==> config.mk <==
export PLATFORM = sky130hd
export DESIGN_NAME = wr_control
export DESIGN_NICKNAME = d
export VERILOG_FILES = /design/src/rtl/wr_control.sv
export SDC_FILE = /design/constraint.sdc
export NUM_CORES = 1
export LEC_CHECK = 0
export CELL_PAD_IN_SITES_DETAIL_PLACEMENT = 1
export CELL_PAD_IN_SITES_GLOBAL_PLACEMENT = 1
export CORE_ASPECT_RATIO = 1.2
export CORE_MARGIN = 10
export CORE_UTILIZATION = 40
export CTS_CLUSTER_DIAMETER = 150
export DETAILED_ROUTE_END_ITERATION = 10
export PLACE_DENSITY = 0.76
export SLEW_MARGIN = 25
export SYNTH_ARGS = -nofsm -noshare
export SYNTH_HDL_FRONTEND = slang
export SYNTH_SLANG_ARGS = --single-unit
==> constraint.sdc <==
create_clock -name clk -period 4.4 [get_ports clk]
set_input_delay 0.44 -clock clk [delete_from_list [all_inputs] [get_ports clk]]
set_output_delay 0.44 -clock clk [all_outputs]
set_load 0.01 [all_outputs]
==> src/rtl/wr_control.sv <==
// wr_control: staggered per-bank write sequencer for the systolic output memory.
// Bank i writes num_rows rows starting i cycles after bank 0.
module wr_control #(
    parameter int WIDTH_HEIGHT = 4,
    parameter int ADDR_W       = 8
) (
    input  logic                           clk,
    input  logic                           reset,
    input  logic                           start,
    input  logic [ADDR_W-1:0]              base_addr,
    input  logic [ADDR_W-1:0]              num_rows,
    output logic [WIDTH_HEIGHT-1:0]        wr_en,
    output logic [WIDTH_HEIGHT*ADDR_W-1:0] wr_addr,
    output logic                           busy,
    output logic                           done
);

    // Step counter must reach (2^ADDR_W-1)+WIDTH_HEIGHT-2 without overflow.
    localparam int TW = ADDR_W + $clog2(WIDTH_HEIGHT) + 1;

    localparam logic [1:0] S_IDLE  = 2'd0;
    localparam logic [1:0] S_WRITE = 2'd1;
    localparam logic [1:0] S_DONE  = 2'd2;

    logic [1:0]        state;
    logic [TW-1:0]     step;
    logic [TW-1:0]     last_step;
    logic [ADDR_W-1:0] rows;
    logic [ADDR_W-1:0] addr_q [WIDTH_HEIGHT];

    // Lane i is active for steps i .. i+r-1.
    function automatic logic [WIDTH_HEIGHT-1:0] lane_en(
        input logic [TW-1:0]     s,
        input logic [ADDR_W-1:0] r
    );
        lane_en = '0;
        for (int i = 0; i < WIDTH_HEIGHT; i++) begin
            lane_en[i] = (s >= TW'(i)) && (s < TW'(i) + TW'(r));
        end
    endfunction

    // Final step index of the job: rows + WIDTH_HEIGHT - 2.
    assign last_step = TW'(rows) + TW'(WIDTH_HEIGHT) - TW'(2);

    genvar g;
    generate
        for (g = 0; g < WIDTH_HEIGHT; g++) begin : g_pack
            assign wr_addr[ADDR_W*g +: ADDR_W] = addr_q[g];
        end
    endgenerate

    // Sequencer state, step counter, registered enables and lane addresses.
    always_ff @(posedge clk) begin
        if (reset) begin
            state <= S_IDLE;
            step  <= '0;
            rows  <= '0;
            wr_en <= '0;
            busy  <= 1'b0;
            done  <= 1'b0;
            for (int i = 0; i < WIDTH_HEIGHT; i++) begin
                addr_q[i] <= '0;
            end
        end else begin
            for (int i = 0; i < WIDTH_HEIGHT; i++) begin
                if (wr_en[i]) begin
                    addr_q[i] <= addr_q[i] + ADDR_W'(1);
                end
            end
            case (state)
                S_IDLE: begin
                    if (start) begin
                        rows <= num_rows;
                        step <= '0;
                        for (int i = 0; i < WIDTH_HEIGHT; i++) begin
                            addr_q[i] <= base_addr;
                        end
                        if (num_rows != '0) begin
                            state <= S_WRITE;
                            busy  <= 1'b1;
                            wr_en <= lane_en('0, num_rows);
                        end else begin
                            state <= S_DONE;
                            done  <= 1'b1;
                        end
                    end
                end
                S_WRITE: begin
                    if (step == last_step) begin
                        state <= S_DONE;
                        wr_en <= '0;
                        busy  <= 1'b0;
                        done  <= 1'b1;
                    end else begin
                        step  <= step + TW'(1);
                        wr_en <= lane_en(step + TW'(1), rows);
                    end
                end
                S_DONE: begin
                    state <= S_IDLE;
                    done  <= 1'b0;
                end
                default: begin
                    state <= S_IDLE;
                    wr_en <= '0;
                    busy  <= 1'b0;
                    done  <= 1'b0;
                end
            endcase
        end
    end

endmodule

* Word level (Yosys, flattened, before mapping)
Memories as Yosys holds them, arrays and structs flattened. Index checks and enable logic that the tools add are counted.
Operators by class: bitwise gates (word level) 9, $mul 0, equality and inequality tests 8, div/mod/pow operators 0, magnitude comparators 9, reductions and logical operators 13, add/sub/neg operators 10, shifts and indexed selects 0, multiplexer cells 45
Operators by type and width (number):
- $mux 8 | 8
- $lt 11x9->1 | 3
- $add 8x1->8 const B | 4
- $mux 1 | 24
- $ge 11x1->1 const B | 2
- $ge 11x2->1 const B | 2
- $mux 11 | 2
- $pmux 11 s2 | 1
- $add 2x8->9 const A | 2
- $mux 4 | 3
- $pmux 4 s3 | 1
- $add 11x1->11 const B | 1
- $eq 11x11->1 | 1
- $lt 11x8->1 | 1
- $ne 2x2->1 const B | 5
- $sub 9x2->10 const B | 1
- $add 1x8->9 const A | 1
- $add 8x3->9 const B | 1
- $reduce_and 3->1 | 3
- $lt 1x8->1 const A | 1
- $or 1x1->1 | 8
- $reduce_bool 8->1 | 1
- $mux 2 | 3
- $logic_and 1x1->1 | 4
- other kinds (10) | 11
Storage, ports and cells: latch bits 0, bits in writable memories 32, input bits 19, bits in registers 27, ROM bits 0, memories 1
Memories:
- addr_q | words 4, bits a word 8, read ports 4, clocked after memory_dff 0, write ports 4, line 29 | logic [ADDR_W-1:0] addr_q [WIDTH_HEIGHT];

* Depth between registers and ports, before layout
Gate-level depths: netlist of the first run.
word-level depth 5, mapped depth 11, gate-level depth less buffers 10

* Least setup slack after synthesis of the first run
No wires, ideal clock.
kind register -> register, from reg step[0], to reg wr_en[2], stages on the path, launching flop included 8, arrival 2324 ps, data required time 4283 ps, setup time 117 ps, setup slack 1959 ps, path buffers 0, cells stage by stage dfxtp_1 -> ha_1 -> nand2_1 -> nor2_1 -> xnor2_1 -> or4_1 -> or4_1 -> a32o_1
Between the ends: cells in the longest elaborated chain, start to end 5
RTL lines:
- start: declaration | line 26 | logic [TW-1:0] step;
- start signal: assignment | line 95 | step <= step + TW'(1);
- $add 11x1->11 | line 96 | wr_en <= lane_en(step + TW'(1), rows);
- $ge 11x2->1 or $lt 11x9->1 (tied branches) | line 38 | lane_en[i] = (s >= TW'(i)) && (s < TW'(i) + TW'(r));
- $logic_and 1x1->1 | line 38
- $mux 4 (*) | line 89 | if (step == last_step) begin
- $pmux 4 s3 (*) | line 70 | case (state)
- end signal: assignment | line 81 | wr_en <= lane_en('0, num_rows);
- end signal: assignment | line 96
- end: declaration | line 12 | output logic [WIDTH_HEIGHT-1:0] wr_en,
Every way passes the cells marked *; elsewhere a longest branch is shown, timed or not. A chain may end at the register's enable or synchronous reset.

* Worst setup path in the final report of the first run
from reg rows[2], to reg wr_en[1]
Between the ends: cells in the longest elaborated chain, start to end 5
RTL lines:
- start: declaration | line 28 | logic [ADDR_W-1:0] rows;
- start signal: assignment | line 73 | rows <= num_rows;
- $add 8x3->9 or $add 1x8->9 (tied branches) | line 43, 38
- $sub 9x2->10 or $lt 11x9->1 (tied branches) | line 43, 38
- $eq 11x11->1 or $logic_and 1x1->1 (tied branches) | line 89, 38
- $mux 4 (*) | line 89
- $pmux 4 s3 (*) | line 70
Marked as above.

==> results of run 1 <==
==> kinds of logic (layout without fill, tap and decap cells) <==
kind of cell / count (synthesis) / in the layout / share of synthesized area
xor gates and xnor gates: 53 / 53 / 0.1074
DFF: 59 / 59 / 0.3473
buffers and inverters: 39 / 94 / 0.04023
muxes: 5 / 5 / 0.01187
adders and majority gates: 43 / 43 / 0.1239
and+or+nand+nor: 184 / 184 / 0.2104
AOI/OAI and AO/OA: 114 / 114 / 0.1589
==> cell usage in the layout (no fill, tap or decap), drive strengths merged, types with 2 or more instances in the layout <==
master,instances
nor4,7
nor2b,4
or2,2
nand4,4
nand2b,8
clkinv,4
nand3b,5
o21bai,2
xnor2,30
or4,3
clkbuf,9
nor3,8
buf,5
o21ai,43
ha,42
nor2,28
a32o,4
mux2i,4
inv,17
xor2,23
a21oi,40
o21a,4
and3,14
nand3,25
o211ai,3
and4,2
or3,4
a21o,3
dfxtp,27
o31ai,2
bufinv,3
edfxtp,32
clkdlybuf4s50,56
nand2,67
==> path summary, 6_finish.rpt <==
kind,slack [ns],cells after the start,end
worst max-delay path,1.20,9,wr_en[1]
worst min-delay path,0.49,1,done
worst max register to register,1.20,9,wr_en[1]
worst min register to register,0.49,1,done
==> metal layers <==
layer,share of wire,GRT usage,wire length (um),vias up
li1,-,-,-,1888
met1,0.40,0.1967,5583,1971
met2,0.52,0.3183,7176,92
met3,0.048,0.03748,663,25
met4,0.028,0.08471,384,0
met5,0,0,0,-
==> layout make-up <==
class,instances,area [sq um],share of cell area
Clock buffer,9,225.2,0.04246
Clock inverter,7,106.4,0.02005
Inverter,17,63.81,0.01203
Multi-Input combinational cell,399,2648,0.4992
Sequential cell,59,1501,0.2831
Tap cell,129,161.4,0.03043
Timing Repair Buffer,61,598.1,0.1128
==> critical path, cell delays in order (launching register included) <==
cell       delay (ns)
dfxtp_1          0.52
ha_1             0.35
nand3_1          0.26
nor2_1           0.27
xnor2_1          0.13
a2bb2oi_1        0.16
a311oi_2         0.82
buf_4            0.29
o211ai_1         0.11
o31ai_1          0.20
==> sequential cells by signal, summed over array words and instances (netlist names) <==
register,flops
addr_q,32
busy,1
done,1
rows,8
state,2
step,11
wr_en,4
==> power by group through the flow <==
stage / registers (mW) / logic, mW / clock network [mW]
2_1_floorplan: 0.731 / 0.225 / 0
3_3_place_gp: 0.731 / 0.410 / 0
3_5_place_dp: 0.736 / 0.424 / 0
4_1_cts: 0.726 / 0.430 / 0.816
5_1_grt: 0.736 / 0.469 / 0.840
6_report: 0.727 / 0.425 / 0.810
==> summary.md, run 1 <==
| Metric | Value |
|---|---|
| Status | `finished clean` |
| Top FF cell, synth | `edfxtp_1` |
| DR WL/cell | `slightly above 20 um` |
| Post-synth top area cell | `edfxtp_1` |
| Fin crit period | `around 3.2 ns` |
| Path type of the worst setup path | `flop to flop` |
| # port buffers | `56` |
| Cts bufs inserted | `9` |
| Vias | `3976` |
| Iter 0 DRT Violations | `171` |
| # H-tree levels | `3` |
| Post-synth EDFFs | `32` |
| Clock Tree Buf Depth | `2` |
| Mapped Cells | `497` |
| Clk slew on worst S/H paths | `0.06 ns` |
| Post_cts resized | `0` |
| Seq pwr share | `0.370` |
| RSZ-0062 raised after global routing | `false` |
| Switching Power | `0.5610 mW` |
| Async S/R FF share, synth | `0` |
| CP arrival | `between 3 and 4 ns` |
| GRT Util Overall | `0.1795` |
| # placed instances | `665` |
| GRT overflow | `0` |
| GPL Wtd Cong | `0.8636` |
| FF-to-FF Start | `rows[2]` |
| Initial Util | `0.4091` |
| CTS tree | `done` |
| Diode count | `0` |
| Fill cells | `1211` |
| Peak supply drop | `about 0.15 mV` |
| Layout cells sized above 1 | `0.04529` |
| Nets@finish | `608` |
| Most frequent cell after synthesis | `nand2_1` |
| Die footprint | `15380 sq um` |
| Hpwl dp | `10.52 mm` |
| Distinct cells, synth | `56` |
| Count of final max-slew check failures | `0` |
| Switching power share of the total | `0.2860` |
| Max_cap viols | `0` |
| Post-route ant nets | `0` |
| Ys Warns | `0` |
| Final Skew | `0.004682 ns` |
| CP startpoint | `rows[2]` |
| Core area | `10570 sq um` |
| Number of I/O pins | `57` |
| Total wire length | `13.81 mm` |
| Hold WS | `0.4883 ns` |
| Core Util, Final | `0.5019` |
| FF+latch count, synth | `59` |
| Final Cycle Share | `0.7281` |
| Avg Inst Size Synth | `8.698 sq um` |
| Setup_tns | `0 ns` |
| Post-synthesis sequential area ratio | `0.3473` |
| Post-synth top cells | `67 x nand2_1, 42 x ha_1, 40 x a21oi_1, 32 x edfxtp_1, 30 x xnor2_1` |
| Worst slew pin tran | `slightly above 0.9 ns` |
| Final number of setup-violating endpoints | `0` |
| Worst-Skew Late Latency | `between 0.3 and 0.4 ns` |
| Post-CTS setup buffers | `0` |
| Root Buffer | `clkbuf_16` |
| Vias per cell | `5.838` |
| HP Start | `done` |
| Power share of the clock group | `0.413` |
| Drt pass-1 iters | `5` |
| Cell Count, Final, Fillers Out | `681` |
| Comb pwr share | `0.217` |
| Fmax | `0.3122 GHz` |
| Design Area, Final | `5304 sq um` |
| CP Launch Type | `flop` |
| Hold WC Path Type | `flop to flop` |
| Crit path max fanout | `15` |
| Worst rel slew slack | `0.3815` |
| Synth area leaders | `edfxtp_1 22%, dfxtp_1 13%, ha_1 12%` |
| Die Y | `133.9 um` |
| Mapped cell area | `4323 sq um` |
| Worst path required time | `4.65 ns` |
| Power per cell area | `between 300 and 400 nW/um^2` |
| Setup WS pre-CTS | `1.205 ns` |
| Final total power | `roughly 2.0 mW` |
| Row Count | `41` |
| DP Area | `4972 sq um` |
| Synth Net Count | `558` |
| Final Hold Fails | `0` |
| CTS Sinks | `59` |
| Largest net degree at the start of global routing | `24` |
| Antenna violations before repair | `0` |
| Worst Setup Slack, final | `1.196 ns` |
| Int Pwr | `1.400 mW` |
| Die Wd | `around 110 um` |
| Area growth from synthesis to final layout | `22.69%` |
| DR DRC count | `0` |
| Leakage power | `around 2 nW` |
| CP Capture Type | `flop` |
| Share of the synthesized area in the top cell type | `0.2223` |
| CTS Hold Bufs | `0` |
| Vias in the first global route | `4242` |
| First-pass GRT wire length | `approximately 22 mm` |
Note: power is estimated with default switching activity, not from simulation.
==> inputs of run 2 (changes only) <==
- clock period: 4.4 -> 3 ns (I/O delays scaled with it)
==> run 2 against run 1 <==
Clock power rose by 26%. Critical path type unchanged. Global-route usage grew 0.64 points. Critical endpoint is now wr_en[2]. Sequential share of layout area shrank 0.21 points. Via count rose by 0.86%. Non-clock buffer count is 10 higher. Highest routed layer unchanged. First-iteration DRC count rose by 17%. Largest cell class unchanged. Power increased by 39%.
==> summary.md, run 2 (synthesis gave the netlist of run 1 again) <==
| Metric | Value |
|---|---|
| Max_cap viols | `0 (unchanged)` |
| Power share of the clock group | `0.373 (-0.040)` |
| # H-tree levels | `3 (unchanged)` |
| Row Count | `41 (unchanged)` |
| Int Pwr | `1.908 mW (+36%)` |
| First-pass GRT wire length | `22.81 mm (+2.6%)` |
| Clk slew on worst S/H paths | `0.06 ns (about the same)` |
| Worst rel slew slack | `0.5647 (+0.1832)` |
| GRT overflow | `0 (unchanged)` |
| Seq pwr share | `0.387 (+0.017)` |
| Root Buffer | `clkbuf_16` |
| Area growth from synthesis to final layout | `23.70%` |
| Die footprint | `15380 sq um (unchanged)` |
| Worst-Skew Late Latency | `0.33 ns (about the same)` |
| Hold WC Path Type | `flop to flop` |
| Max reg flops | `32 (unchanged)` |
| Iter 0 DRT Violations | `200 (+17%)` |
| Switching Power | `0.8230 mW (+47%)` |
| Final number of setup-violating endpoints | `0 (unchanged)` |
| Leakage power | `2.031 nW (+1.3%)` |
| CP Launch Type | `flop` |
| Crit path max fanout | `7 (-8)` |
| CP arrival | `3.04 ns (-0.42 ns)` |
| Worst slew pin tran | `0.6529 ns (-0.2748 ns)` |
| DR DRC count | `0 (unchanged)` |
| Core area | `10570 sq um (unchanged)` |
| Diode count | `0 (unchanged)` |
| Die Wd | `114.9 um (unchanged)` |
| Die Y | `133.9 um (unchanged)` |
| Commonest non-fill, non-tap cell in the layout | `nand2_1` |
| Comb pwr share | `0.240 (+0.023)` |
| Largest net degree at the start of global routing | `21 (-13%)` |
| Antenna violations before repair | `0 (unchanged)` |
| Nets@finish | `618 (+1.6%)` |
| Final Skew | `0.008301 ns (+0.003620 ns)` |
| Setup_tns | `0 ns (unchanged)` |
| GPL Wtd Cong | `0.9270 (+7.3%)` |
| Most frequent cells in the layout | `67 x nand2_1, 56 x clkdlybuf4s50_1, 42 x ha_1` |
| Peak supply drop | `0.2486 mV (+63%)` |
| Vias in the first global route | `4309 (+1.6%)` |
| # port buffers | `56 (unchanged)` |
| Initial Util | `0.4091 (unchanged)` |
| # placed instances | `674 (+1.4%)` |
| Hpwl dp | `11.25 mm (+6.9%)` |
| Power per cell area | `510.8 nW/um^2 (+38%)` |
| Cts bufs inserted | `9 (unchanged)` |
| Cell Count, Final, Fillers Out | `691 (+1.5%)` |
| Clock Tree Buf Depth | `2 (unchanged)` |
| CTS Sinks | `59 (unchanged)` |
| Fin crit period | `2.817 ns (-0.3865 ns)` |
| GRT Util Overall | `0.1859 (+0.006372)` |
| Status | `finished clean` |
| Final Cycle Share | `0.9390 (+0.2109)` |
| Total wire length | `14.21 mm (+2.9%)` |
| Path type of the worst setup path | `flop to flop` |
| Final Hold Fails | `0 (unchanged)` |
| Hold WS | `0.5126 ns (+0.02439 ns)` |
| Largest Register | `addr_q` |
| Layout cells sized above 1 | `0.06406 (+0.01877)` |
| CTS tree | `done` |
| Number of I/O pins | `57 (unchanged)` |
| Switching power share of the total | `0.3013 (+0.01527)` |
| Vias | `4010 (+0.86%)` |
| Final total power | `2.731 mW (+39%)` |
| Vias per cell | `5.803 (-0.60%)` |
| Post-route ant nets | `0 (unchanged)` |
| Fmax | `0.3550 GHz (+14%)` |
| Core Util, Final | `0.5060 (+0.004144)` |
| CP Capture Type | `flop` |
| Count of final max-slew check failures | `0 (unchanged)` |
| Top flop regs | `addr_q: 32 flops, step: 11 flops, rows: 8 flops` |
| Worst path required time | `3.23 ns (-1.42 ns)` |
| DR WL/cell | `20.57 um (+1.5%)` |
| Drt pass-1 iters | `5 (unchanged)` |
[run 2: cell count changes in the layout (fill, tap and decap cells not counted), sizes merged]
cell / previous run / this run
clkbuf: 9 / 11
clkinv: 4 / 2
buf: 5 / 15
clkinvlp: 0 / 2
bufinv: 3 / 1
[run 2: metal layers]
layer / wire length, um / GRT usage
met4: 791 / 0.1205
met5: 0 / 0
met3: 677 / 0.04016
met1: 5578 / 0.2012
met2: 7167 / 0.3167
[run 2: worst max-delay path, cell delays in order (launching register included)]
cell and delay (ns):
dfxtp_1 0.48, ha_1 0.34, nand2_1 0.16, nor2_1 0.27, xnor2_1 0.20, or4_1 0.60
or4_1 0.43, a32o_1 0.23
[run 2: layout make-up]
type,count,area [sq um]
clock buffer,11,232.7
multi-input combinational,399,2648
timing repair buffer,71,685.7
clock inverter,5,53.80
tap,129,161.4
fill,1255,5220
sequential,59,1503
inverter,17,63.81
[run 2: path summary, 6_finish.rpt]
| path | slack, ns | endpoint | start | depth (start not counted) |
|---|---|---|---|---|
| setup / recovery | 0.18 | wr_en[2] | step[1] | 7 |
| hold / removal | 0.51 | done | done | 1 |
| setup reg to reg | 0.18 | wr_en[2] | step[1] | 7 |
| hold reg to reg | 0.51 | done | done | 1 |
[run 2: through the flow]
step                instance area, sq um  setup WS (ns)
global route                        5348       -0.03135
global placement                    5052         0.3052
detailed placement                  5052         0.1705
floorplan                           4323         0.5587
finish                              5348         0.1829
CTS                                 5339         0.1360
[run 2: timing repair]
action | CTS | global route
buffers inserted | 0 | 1
endpoints found under the hold margin | 0 | 0
endpoints found under the setup margin | 0 | 7
resized for setup | 0 | 1
hold buffers | 0 | 0
[run 2: power by group through the flow]
stage	sequential [mW]	clock [mW]	combinational (mW)
after floorplan	1.07	0	0.331
after global placement	1.06	0	0.629
after detailed placement	1.07	0	0.653
after CTS	1.06	1.03	0.659
after global routing	1.07	1.07	0.722
final	1.06	1.02	0.656
